File: config.mk
export PLATFORM = sky130hd
export DESIGN_NAME = sync_fifo_status
export DESIGN_NICKNAME = d
export VERILOG_FILES = /design/src/rtl/fifo_pkg.sv /design/src/rtl/fifo_mem.sv /design/src/rtl/sync_fifo_status.sv
export SDC_FILE = /design/constraint.sdc
export NUM_CORES = 1
export LEC_CHECK = 0
export ABC_AREA = 1
export BUFFER_PORTS_ARGS = -buffer_cell sky130_fd_sc_hd__clkbuf_2
export CELL_PAD_IN_SITES_DETAIL_PLACEMENT = 1
export CELL_PAD_IN_SITES_GLOBAL_PLACEMENT = 1
export CORE_MARGIN = 2
export CORE_UTILIZATION = 30
export DETAILED_ROUTE_END_ITERATION = 10
export PLACE_DENSITY_LB_ADDON = 0.2
export RECOVER_POWER = 50
export SKIP_LAST_GASP = 1
export SLEW_MARGIN = 20
export SYNTH_ARGS = -nofsm -noshare
export SYNTH_HDL_FRONTEND = slang
export SYNTH_SLANG_ARGS = --single-unit
File: constraint.sdc
create_clock -name clk -period 4.17 [get_ports clk]
set_input_delay 0.417 -clock clk [delete_from_list [all_inputs] [get_ports clk]]
set_output_delay 0.417 -clock clk [all_outputs]
set_load 0.005 [all_outputs]
File: src/rtl/fifo_pkg.sv
// fifo_pkg: shared constants and types for the synchronous status FIFO.
// Optional almost-full/almost-empty flags are enabled with FIFO_ALMOST_FLAGS_EN.
package fifo_pkg;

    // Default geometry used by the FIFO, its interface and the bench
    localparam int FIFO_DATA_WIDTH = 8;
    localparam int FIFO_DEPTH      = 16;

    // Distance from the ends at which the almost flags assert
    localparam int FIFO_ALMOST_MARGIN = 2;

    // Data word at the default width
    typedef logic [FIFO_DATA_WIDTH-1:0] fifo_data_t;

    // Occupancy classification, handy for monitors and debug displays
    typedef enum logic [1:0] {
        FIFO_LVL_EMPTY   = 2'd0,
        FIFO_LVL_PARTIAL = 2'd1,
        FIFO_LVL_FULL    = 2'd2
    } fifo_level_e;

    // Classify an occupancy value against a depth
    function automatic fifo_level_e fifo_level(input int level, input int depth);
        if (level == 0) begin
            return FIFO_LVL_EMPTY;
        end else if (level >= depth) begin
            return FIFO_LVL_FULL;
        end else begin
            return FIFO_LVL_PARTIAL;
        end
    endfunction

endpackage : fifo_pkg

File: src/rtl/fifo_mem.sv
// fifo_mem: DEPTH x DATA_WIDTH storage with one synchronous write port and
// one synchronous (registered) read port. Contents and read register are not reset.
module fifo_mem #(
    parameter  int DATA_WIDTH = 8,
    parameter  int DEPTH      = 16,
    localparam int ADDR_WIDTH = $clog2(DEPTH)
) (
    input  logic                  clk,
    input  logic                  wr_en,
    input  logic [ADDR_WIDTH-1:0] wr_addr,
    input  logic [DATA_WIDTH-1:0] wr_data,
    input  logic                  rd_en,
    input  logic [ADDR_WIDTH-1:0] rd_addr,
    output logic [DATA_WIDTH-1:0] rd_data
);

    logic [DATA_WIDTH-1:0] mem [DEPTH];
    logic [DATA_WIDTH-1:0] rd_data_reg;

    // Write port: store the incoming word at the write address
    always_ff @(posedge clk) begin
        if (wr_en) begin
            mem[wr_addr] <= wr_data;
        end
    end

    // Read port: capture the addressed word; a same-edge write to the same
    // address is seen by the next read, so the old (oldest) word is returned
    always_ff @(posedge clk) begin
        if (rd_en) begin
            rd_data_reg <= mem[rd_addr];
        end
    end

    assign rd_data = rd_data_reg;

endmodule : fifo_mem

File: src/rtl/sync_fifo_status.sv
// sync_fifo_status: single-clock FIFO with registered read data, full/empty
// level flags, one-cycle overflow/underflow pulses and sticky overrun/underrun.
// Define FIFO_ALMOST_FLAGS_EN to add the almost_full/almost_empty outputs.
module sync_fifo_status
    import fifo_pkg::*;
#(
    parameter  int DATA_WIDTH = FIFO_DATA_WIDTH,
    parameter  int DEPTH      = FIFO_DEPTH,
    localparam int ADDR_WIDTH = $clog2(DEPTH)
) (
    input  logic                  clk,
    input  logic                  rst,
    input  logic                  write_enable,
    input  logic                  read_enable,
    input  logic [DATA_WIDTH-1:0] data_in,
    output logic [DATA_WIDTH-1:0] data_out,
    output logic                  full,
    output logic                  empty,
    output logic                  overflow,
    output logic                  underflow,
    output logic                  overrun,
    output logic                  underrun
`ifdef FIFO_ALMOST_FLAGS_EN
    ,
    output logic                  almost_full,
    output logic                  almost_empty
`endif
);

    localparam int CNT_WIDTH = ADDR_WIDTH + 1;
    localparam logic [CNT_WIDTH-1:0]  COUNT_FULL = CNT_WIDTH'(DEPTH);
    localparam logic [CNT_WIDTH-1:0]  COUNT_ONE  = CNT_WIDTH'(1);
    localparam logic [ADDR_WIDTH-1:0] PTR_ONE    = ADDR_WIDTH'(1);

    // Architectural state
    logic [ADDR_WIDTH-1:0] wr_ptr_reg;
    logic [ADDR_WIDTH-1:0] rd_ptr_reg;
    logic [CNT_WIDTH-1:0]  count_reg;
    logic [CNT_WIDTH-1:0]  count_next;
    logic                  overflow_reg;
    logic                  underflow_reg;
    logic                  overrun_reg;
    logic                  underrun_reg;

    // Set once a read has been accepted since reset; until then the read
    // register inside the memory holds stale data and data_out must read 0
    logic                  rd_valid_reg;

    // Handshake decisions for the current cycle
    logic                  wr_acc;
    logic                  rd_acc;
    logic                  wr_reject;
    logic                  rd_reject;
    logic [DATA_WIDTH-1:0] rd_data;

    // Level flags straight from the registered count
    assign full  = (count_reg == COUNT_FULL);
    assign empty = (count_reg == '0);

    // A read needs data; a write needs room, or a same-cycle read freeing a slot
    assign rd_acc    = read_enable & ~empty;
    assign wr_acc    = write_enable & (~full | rd_acc);
    assign wr_reject = write_enable & ~wr_acc;
    assign rd_reject = read_enable & ~rd_acc;

    fifo_mem #(
        .DATA_WIDTH (DATA_WIDTH),
        .DEPTH      (DEPTH)
    ) u_mem (
        .clk     (clk),
        .wr_en   (wr_acc),
        .wr_addr (wr_ptr_reg),
        .wr_data (data_in),
        .rd_en   (rd_acc),
        .rd_addr (rd_ptr_reg),
        .rd_data (rd_data)
    );

    // Next occupancy: simultaneous accepted read and write cancel out
    always_comb begin
        count_next = count_reg;
        unique case ({wr_acc, rd_acc})
            2'b10:   count_next = count_reg + COUNT_ONE;
            2'b01:   count_next = count_reg - COUNT_ONE;
            default: count_next = count_reg;
        endcase
    end

    // Pointers advance only on accepted operations and wrap modulo DEPTH
    always_ff @(posedge clk or posedge rst) begin
        if (rst) begin
            wr_ptr_reg <= '0;
            rd_ptr_reg <= '0;
        end else begin
            if (wr_acc) begin
                wr_ptr_reg <= wr_ptr_reg + PTR_ONE;
            end
            if (rd_acc) begin
                rd_ptr_reg <= rd_ptr_reg + PTR_ONE;
            end
        end
    end

    // Occupancy register; reset discards everything stored
    always_ff @(posedge clk or posedge rst) begin
        if (rst) begin
            count_reg <= '0;
        end else begin
            count_reg <= count_next;
        end
    end

    // Error pulses last one cycle per rejected request; sticky flags latch them
    always_ff @(posedge clk or posedge rst) begin
        if (rst) begin
            overflow_reg  <= 1'b0;
            underflow_reg <= 1'b0;
            overrun_reg   <= 1'b0;
            underrun_reg  <= 1'b0;
        end else begin
            overflow_reg  <= wr_reject;
            underflow_reg <= rd_reject;
            if (wr_reject) begin
                overrun_reg <= 1'b1;
            end
            if (rd_reject) begin
                underrun_reg <= 1'b1;
            end
        end
    end

    // Track whether the memory read register holds a word read since reset
    always_ff @(posedge clk or posedge rst) begin
        if (rst) begin
            rd_valid_reg <= 1'b0;
        end else if (rd_acc) begin
            rd_valid_reg <= 1'b1;
        end
    end

    // Read data holds the last accepted read; zero before any read after reset
    assign data_out  = rd_valid_reg ? rd_data : '0;
    assign overflow  = overflow_reg;
    assign underflow = underflow_reg;
    assign overrun   = overrun_reg;
    assign underrun  = underrun_reg;

`ifdef FIFO_ALMOST_FLAGS_EN
    localparam logic [CNT_WIDTH-1:0] ALMOST_FULL_LEVEL  = CNT_WIDTH'(DEPTH - FIFO_ALMOST_MARGIN);
    localparam logic [CNT_WIDTH-1:0] ALMOST_EMPTY_LEVEL = CNT_WIDTH'(FIFO_ALMOST_MARGIN);

    // Early-warning flags, also combinational from the registered count
    assign almost_full  = (count_reg >= ALMOST_FULL_LEVEL);
    assign almost_empty = (count_reg <= ALMOST_EMPTY_LEVEL);
`endif

endmodule : sync_fifo_status

# Word-level counts from Yosys, hierarchy flattened
# Memories as Yosys holds them, arrays and structs flattened. A register that Yosys moved wholly into a read port is not among the register bits.
# Cells that the tools add are included.
[word_totals]
mem_bits_ro = 0
latch_bits = 0
word_cells = 31
mem_bits_rw = 128
reg_bits = 18
mem_count = 1
[op_classes]
reduce_logical = 2
shifts = 0
n_bitwise = 9
eq_ne = 3
n_mul = 0
add_sub_neg = 4
n_div = 0
magnitude_cmp = 0
n_mux = 4
[memory_table]
columns = ["memory", "words", "width", "read_ports", "rd_ports_with_merged_regs", "write_ports", "line_no", "rtl"]
rows = [
  ["u_mem.mem", 16, 8, 1, 1, 1, "fifo_mem.sv:17", "logic [DATA_WIDTH-1:0] mem [DEPTH];"],
]
[ops]
columns = ["op", "n"]
rows = [
  ["5-bit one-hot mux with 2 select lines", 1],
  ["4-bit by 1-bit adder with 4-bit output (second input constant)", 2],
  ["8-bit 2-to-1 mux", 1],
  ["5-bit by 1-bit adder with 5-bit output (second input constant)", 1],
  ["5-bit == test (second input constant)", 1],
  ["5-bit zero test", 1],
  ["5-bit by 1-bit subtractor with 5-bit output (second input constant)", 1],
  ["1-bit AND", 4],
  ["1-bit inverter", 4],
  ["2-bit by 1-bit == test with 1-bit output (second input constant)", 1],
  ["2-bit == test (second input constant)", 1],
  ["1-bit 2-to-1 mux", 2],
  ["2-bit nonzero test", 1],
  ["1-bit bitwise OR", 1],
]

# Logic depth before layout (Yosys ltp)
[depth]
ltp_word = 7
depth_mapped = 15
mapped_depth_nobuf = 15

# Cells and area by module
# From an unflattened synthesis, not the netlist that was laid out.
[hier_totals]
cells_unflattened = 658
area_unflattened_um2 = 6826.5
[modules_own_cells]
columns = ["module", "area_each_um2", "seq_area_each_um2", "cells_each", "n_inst"]
rows = [
  ["fifo_mem", 5846.9, 4083.9, 551, 1],
  ["sync_fifo_status", 979.7, 450.4, 107, 1],
]

# Worst setup path before layout
# Ideal clock, no wire load.
[synth_timing]
path_kind = "register to register"
startpoint = "reg count_reg[3]"
endpoint = "reg count_reg[4]"
t_required_ns = 4.053
path_stages_with_launch = 16
arrival_time_ns = 2.019
path_buffers = 1
synth_period_minus_slack_ns = 2.135
path_slack_ns = 2.035
path_cell_list = "dfrtp_1 nor2_2 nand4_4 nand2_2 buf_4 ha_1 inv_1 fa_1 inv_1 nand2_1 nand2_1 nand2_1 nand2_1 nand2_1 nand2_1 nand2_1"
[synth_between]
elab_chain_len = 7
word_cells_on_any_way = 13
cone_classes = "2 x add/sub; 3 x eq/ne; 1 x mux; 5 x bitwise; 2 x reduce/logical"
[synth_rtl]
columns = ["element", "line_no", "rtl"]
rows = [
  ["start: declaration", "sync_fifo_status.sv:38", "logic [CNT_WIDTH-1:0] count_reg;"],
  ["start signal: assignment", "sync_fifo_status.sv:109", "count_reg <= count_next;"],
  ["5-bit zero test", "sync_fifo_status.sv:58", "assign empty = (count_reg == '0);"],
  ["1-bit inverter", "sync_fifo_status.sv:61", "assign rd_acc = read_enable & ~empty;"],
  ["1-bit AND", "sync_fifo_status.sv:61", ""],
  ["1-bit bitwise OR", "sync_fifo_status.sv:62", "assign wr_acc = write_enable & (~full | rd_acc);"],
  ["1-bit AND", "sync_fifo_status.sv:62", ""],
  ["2-bit by 1-bit == test with 1-bit output or 2-bit == test (tied branches)", "sync_fifo_status.sv:82", "unique case ({wr_acc, rd_acc})"],
  ["5-bit one-hot mux with 2 select lines or 2-bit nonzero test (tied branches)", "--", ""],
]
# Parallel ways exist; a longest one is shown, timed or not.
# A chain may end at the register's enable or synchronous reset.

# Worst setup path after layout
[layout_timing]
startpoint = "reg count_reg[1]"
endpoint = "reg count_reg[4]"
# Same word-level chain as after synthesis.

==> flow_summary_export.csv <==
group,metric,value,unit
status,status,"finished with violations",
status,failed_checks,"max-capacitance violations, max-slew violations",
global_routing,antenna_found_initial,0,
logic_synthesis,ys_ff_latch,154,
drt,wirelength,17290,um
sta,finalHoldViolations,0,
floorplan,initial_core_util,0.3052,
setup_path,startpoint_type,"flip-flop",
cts,cts_setup_buffers,0,
drt,wl_met2,8772,um
floorplan,rows,55,
cts,numCtsBuffers,17,
logic_synthesis,syn_nets,691,
cts,cts.sinks,154,
sta,rsz0062_at_grt,"false",
drt,postRouteAntennaNets,0,
global_routing,grt_pass1_vias,4724,
sta,fin_skew,7.690,ps
logic_synthesis,async_reset_ff_frac,0.1169,
sta,drv_slew,51,
setup_path,r2r_slack,1240,ps
finish,area_growth,12.53,%
drt,drc,0,
cts,cts_hold_buf,0,
setup_path,timing.rr.end,"count_reg[4]$_DFFE_PP0P_",
sta,relSlewSlack,-0.1430,
logic_synthesis,syn_inst,669,
placement,portBuffers,25,
global_routing,grt_pass1_wl,26910,um
setup_path,max_stage_delay,590,ps
power,power.total,5.174,mW
logic_synthesis,syn_avg_cell_area,10.30,sq um
global_routing,grt_max_degree,83,
floorplan,dieWidth,155.5,um
logic_synthesis,synth.top_cell.area_share,0.5928,
placement,place_congestion,0.7719,
floorplan,core_area,22570,sq um
drt,top_layer,"met4",
floorplan,die_h,155.5,um
setup_path,crit_required,4490,ps
cts,tritoncts,"built",
min_path,hp-class,"in -> async",
setup_path,crit_end,"count_reg[4]$_DFFE_PP0P_",
power,ir_worst_vdd,379.6,uV
logic_synthesis,synth_edf_count,136,
sta,period_needed,2933,ps
drt,drt-met1-wl,7719,um
logic_synthesis,ys_warn_count,0,
setup_path,end_kind,"flip-flop",
setup_path,crit_type,"reg -> reg",
sta,post-route-period-util,0.7034,
logic_synthesis,synth.area.top_cells,"edfxtp_1 59%, nand2_1 13%, dfrtp_1 6.5%, inv_1 4.1%, nand3_1 3.5%",
drt,firstDrtPassIters,4,
cts,cts.clk_slew.worst_paths,60,ps
drt,wl_met3,606,um
global_routing,grt_overflow_total,0,
floorplan,dieArea,24190,sq um
finish,largest_reg_flops,128,
global_routing,grt_usage,0.1520,
logic_synthesis,synth.most_common_cell,"nand2_1",
power,power.leakage,3.216,nW
drt,dr_total_vias,4427,
placement,hpwl,11300,um
floorplan,pin_count,26,
logic_synthesis,synth_area_leader_cell,"edfxtp_1",
setup_path,cp_common_cell,"nand2_1",
logic_synthesis,syn_area,6889,sq um
finish,final_layout_size_suffix_gt1_frac,0.1056,
sta,clock.fmax,340.9,MHz
logic_synthesis,ys_top_cells_by_count,"245 x nand2_1, 136 x edfxtp_1, 75 x inv_1",
cts,cts_resized,0,
cts,clockBufferDepth,2,
cts,clock_latency,420,ps
finish,nNetsFinal,710,
sta,fin_tns_setup,0,ps
logic_synthesis,yosysUniqueCellTypes,31,
sta,setup_violations,0,
setup_path,ff2ff_path_depth,14,
logic_synthesis,synth_ff_type,"edfxtp_1",
logic_synthesis,ys_seq_area_frac,0.6582,
cts,htreeDepth,4,
cts,cts_root_buf,"clkbuf_16",
setup_path,critPathLaunch,"count_reg[1]$_DFFE_PP0P_",
drt,via_per_inst,4.490,
job,maxCapViolCount,1,
finish,diodes,0,
setup_path,arrival,3250,ps
setup_path,path_max_fanout,21,
drt,wire_per_inst,17.53,um
power,power_density,667.4,nW/um^2
sta,worst_slew_pin_slew,1713,ps
setup_path,timing.rr.start,"count_reg[1]$_DFFE_PP0P_",
setup_path,path_cells,"nor2_1 -> nand4_1 -> nand2_2 -> ha_1 -> inv_1 -> fa_1 -> inv_1 -> nand2_1 -> nand2_1 -> nand2_1 -> nand2_1 -> nand2_1 -> nand2_1 -> nand2_1",
setup_path,cp_slowest_cell,"nand2_2",
drt,drt_iter0_drc,239,
[metrics by stage]
stage / util / std cells / setup WS [ps] / hold slack (ps) / instance area (sq um)
2_1_floorplan: - / 669 / 2035 / 355.6 / 6889
3_3_place_gp: 0.3195 / 954 / 1586 / 445.9 / 7211
3_5_place_dp: 0.3195 / 954 / 1519 / 457.5 / 7211
4_1_cts: 0.3425 / 986 / 1508 / 202.3 / 7731
5_1_grt: 0.3435 / 986 / 925.8 / 229.7 / 7752
6_report: 0.3435 / 986 / 1237 / 174.1 / 7752
[critical path: cells and delay by family (launching register included)]
kind	cells	cell delay, ps
AND/OR/NAND/NOR	10	1440
adder cells (fa/ha/maj)	2	790
flip-flops	1	410
buffers and inverters	2	180
[cells by family (layout without fill, tap and decap cells)]
kind of cell / Yosys count / in the layout / share of synthesized area
AO/OA/AOI/OAI: 6 / 6 / 0.004359
XOR/XNOR: 5 / 5 / 0.006358
adder cells (fa/ha/maj): 10 / 10 / 0.01925
buffers and inverters: 110 / 142 / 0.07138
flip-flops: 154 / 154 / 0.6582
AND/OR/NAND/NOR: 384 / 384 / 0.2405
[cell usage in the layout, fill, tap and decap left out]
cell | netlist | layout
nor2_8 | 1 | 1
inv_2 | 7 | 5
inv_6 | 1 | 1
buf_4 | 6 | 1
dfrtp_2 | 0 | 1
clkinvlp_4 | 0 | 3
o21ai_1 | 4 | 4
dfrtp_1 | 18 | 17
xor2_1 | 3 | 3
bufinv_16 | 0 | 1
or2_2 | 1 | 1
fa_1 | 1 | 1
nand2_2 | 3 | 2
nand3_2 | 11 | 10
nor2_1 | 49 | 50
inv_1 | 75 | 77
inv_4 | 1 | 1
nor3_1 | 16 | 4
xnor2_1 | 2 | 2
clkbuf_2 | 0 | 14
clkinv_2 | 0 | 1
edfxtp_1 | 136 | 136
or2_1 | 3 | 3
nand3_1 | 48 | 49
clkbuf_1 | 3 | 15
nand2_1 | 245 | 246
nor2_2 | 4 | 3
clkinv_1 | 0 | 6
ha_1 | 9 | 9
nand4_1 | 2 | 3
clkbuf_16 | 0 | 17
o21ai_0 | 2 | 2
nor3_2 | 0 | 12
[report_power, final]
group          leakage [nW]  internal, mW  total [mW]  switching (mW)
combinational          1.52         0.496        1.68            1.19
sequential             1.45          1.93        2.10           0.163
clock                 0.242         0.806        1.39           0.589
total                  3.22          3.23        5.17            1.94
[routing by layer]
metal | up-vias | GRT usage
li1 | 2189 | -
met3 | 14 | 0.03389
met1 | 2166 | 0.1927
met2 | 58 | 0.2585
met5 | - | 0
met4 | 0 | 0.04980
[worst min path at each step]
stage | startpoint | depth (start not counted) | endpoint | slack (ps)
floorplan | rst | 1 | count_reg[0]$_DFFE_PP0P_ | 360
global placement | underrun$_DFFE_PP0P_ | 1 | underrun$_DFFE_PP0P_ | 450
detailed placement | underrun$_DFFE_PP0P_ | 1 | underrun$_DFFE_PP0P_ | 460
CTS | rst | 2 | rd_valid_reg$_DFFE_PP0P_ | 200
global route | rst | 2 | rd_ptr_reg[1]$_DFFE_PP0P_ | 230
finish | rst | 2 | rd_ptr_reg[1]$_DFFE_PP0P_ | 170
[area by class of cell]
cell class,instances,area [sq um]
tap,285,356.6
clock buffer,21,440.4
fill,2561,14820
sequential,154,4536
inverter,84,322.8
clock inverter,11,80.08
timing repair buffer,26,118.9
multi-input combinational,405,1898
No activity file was read; power rests on OpenSTA's default activity.
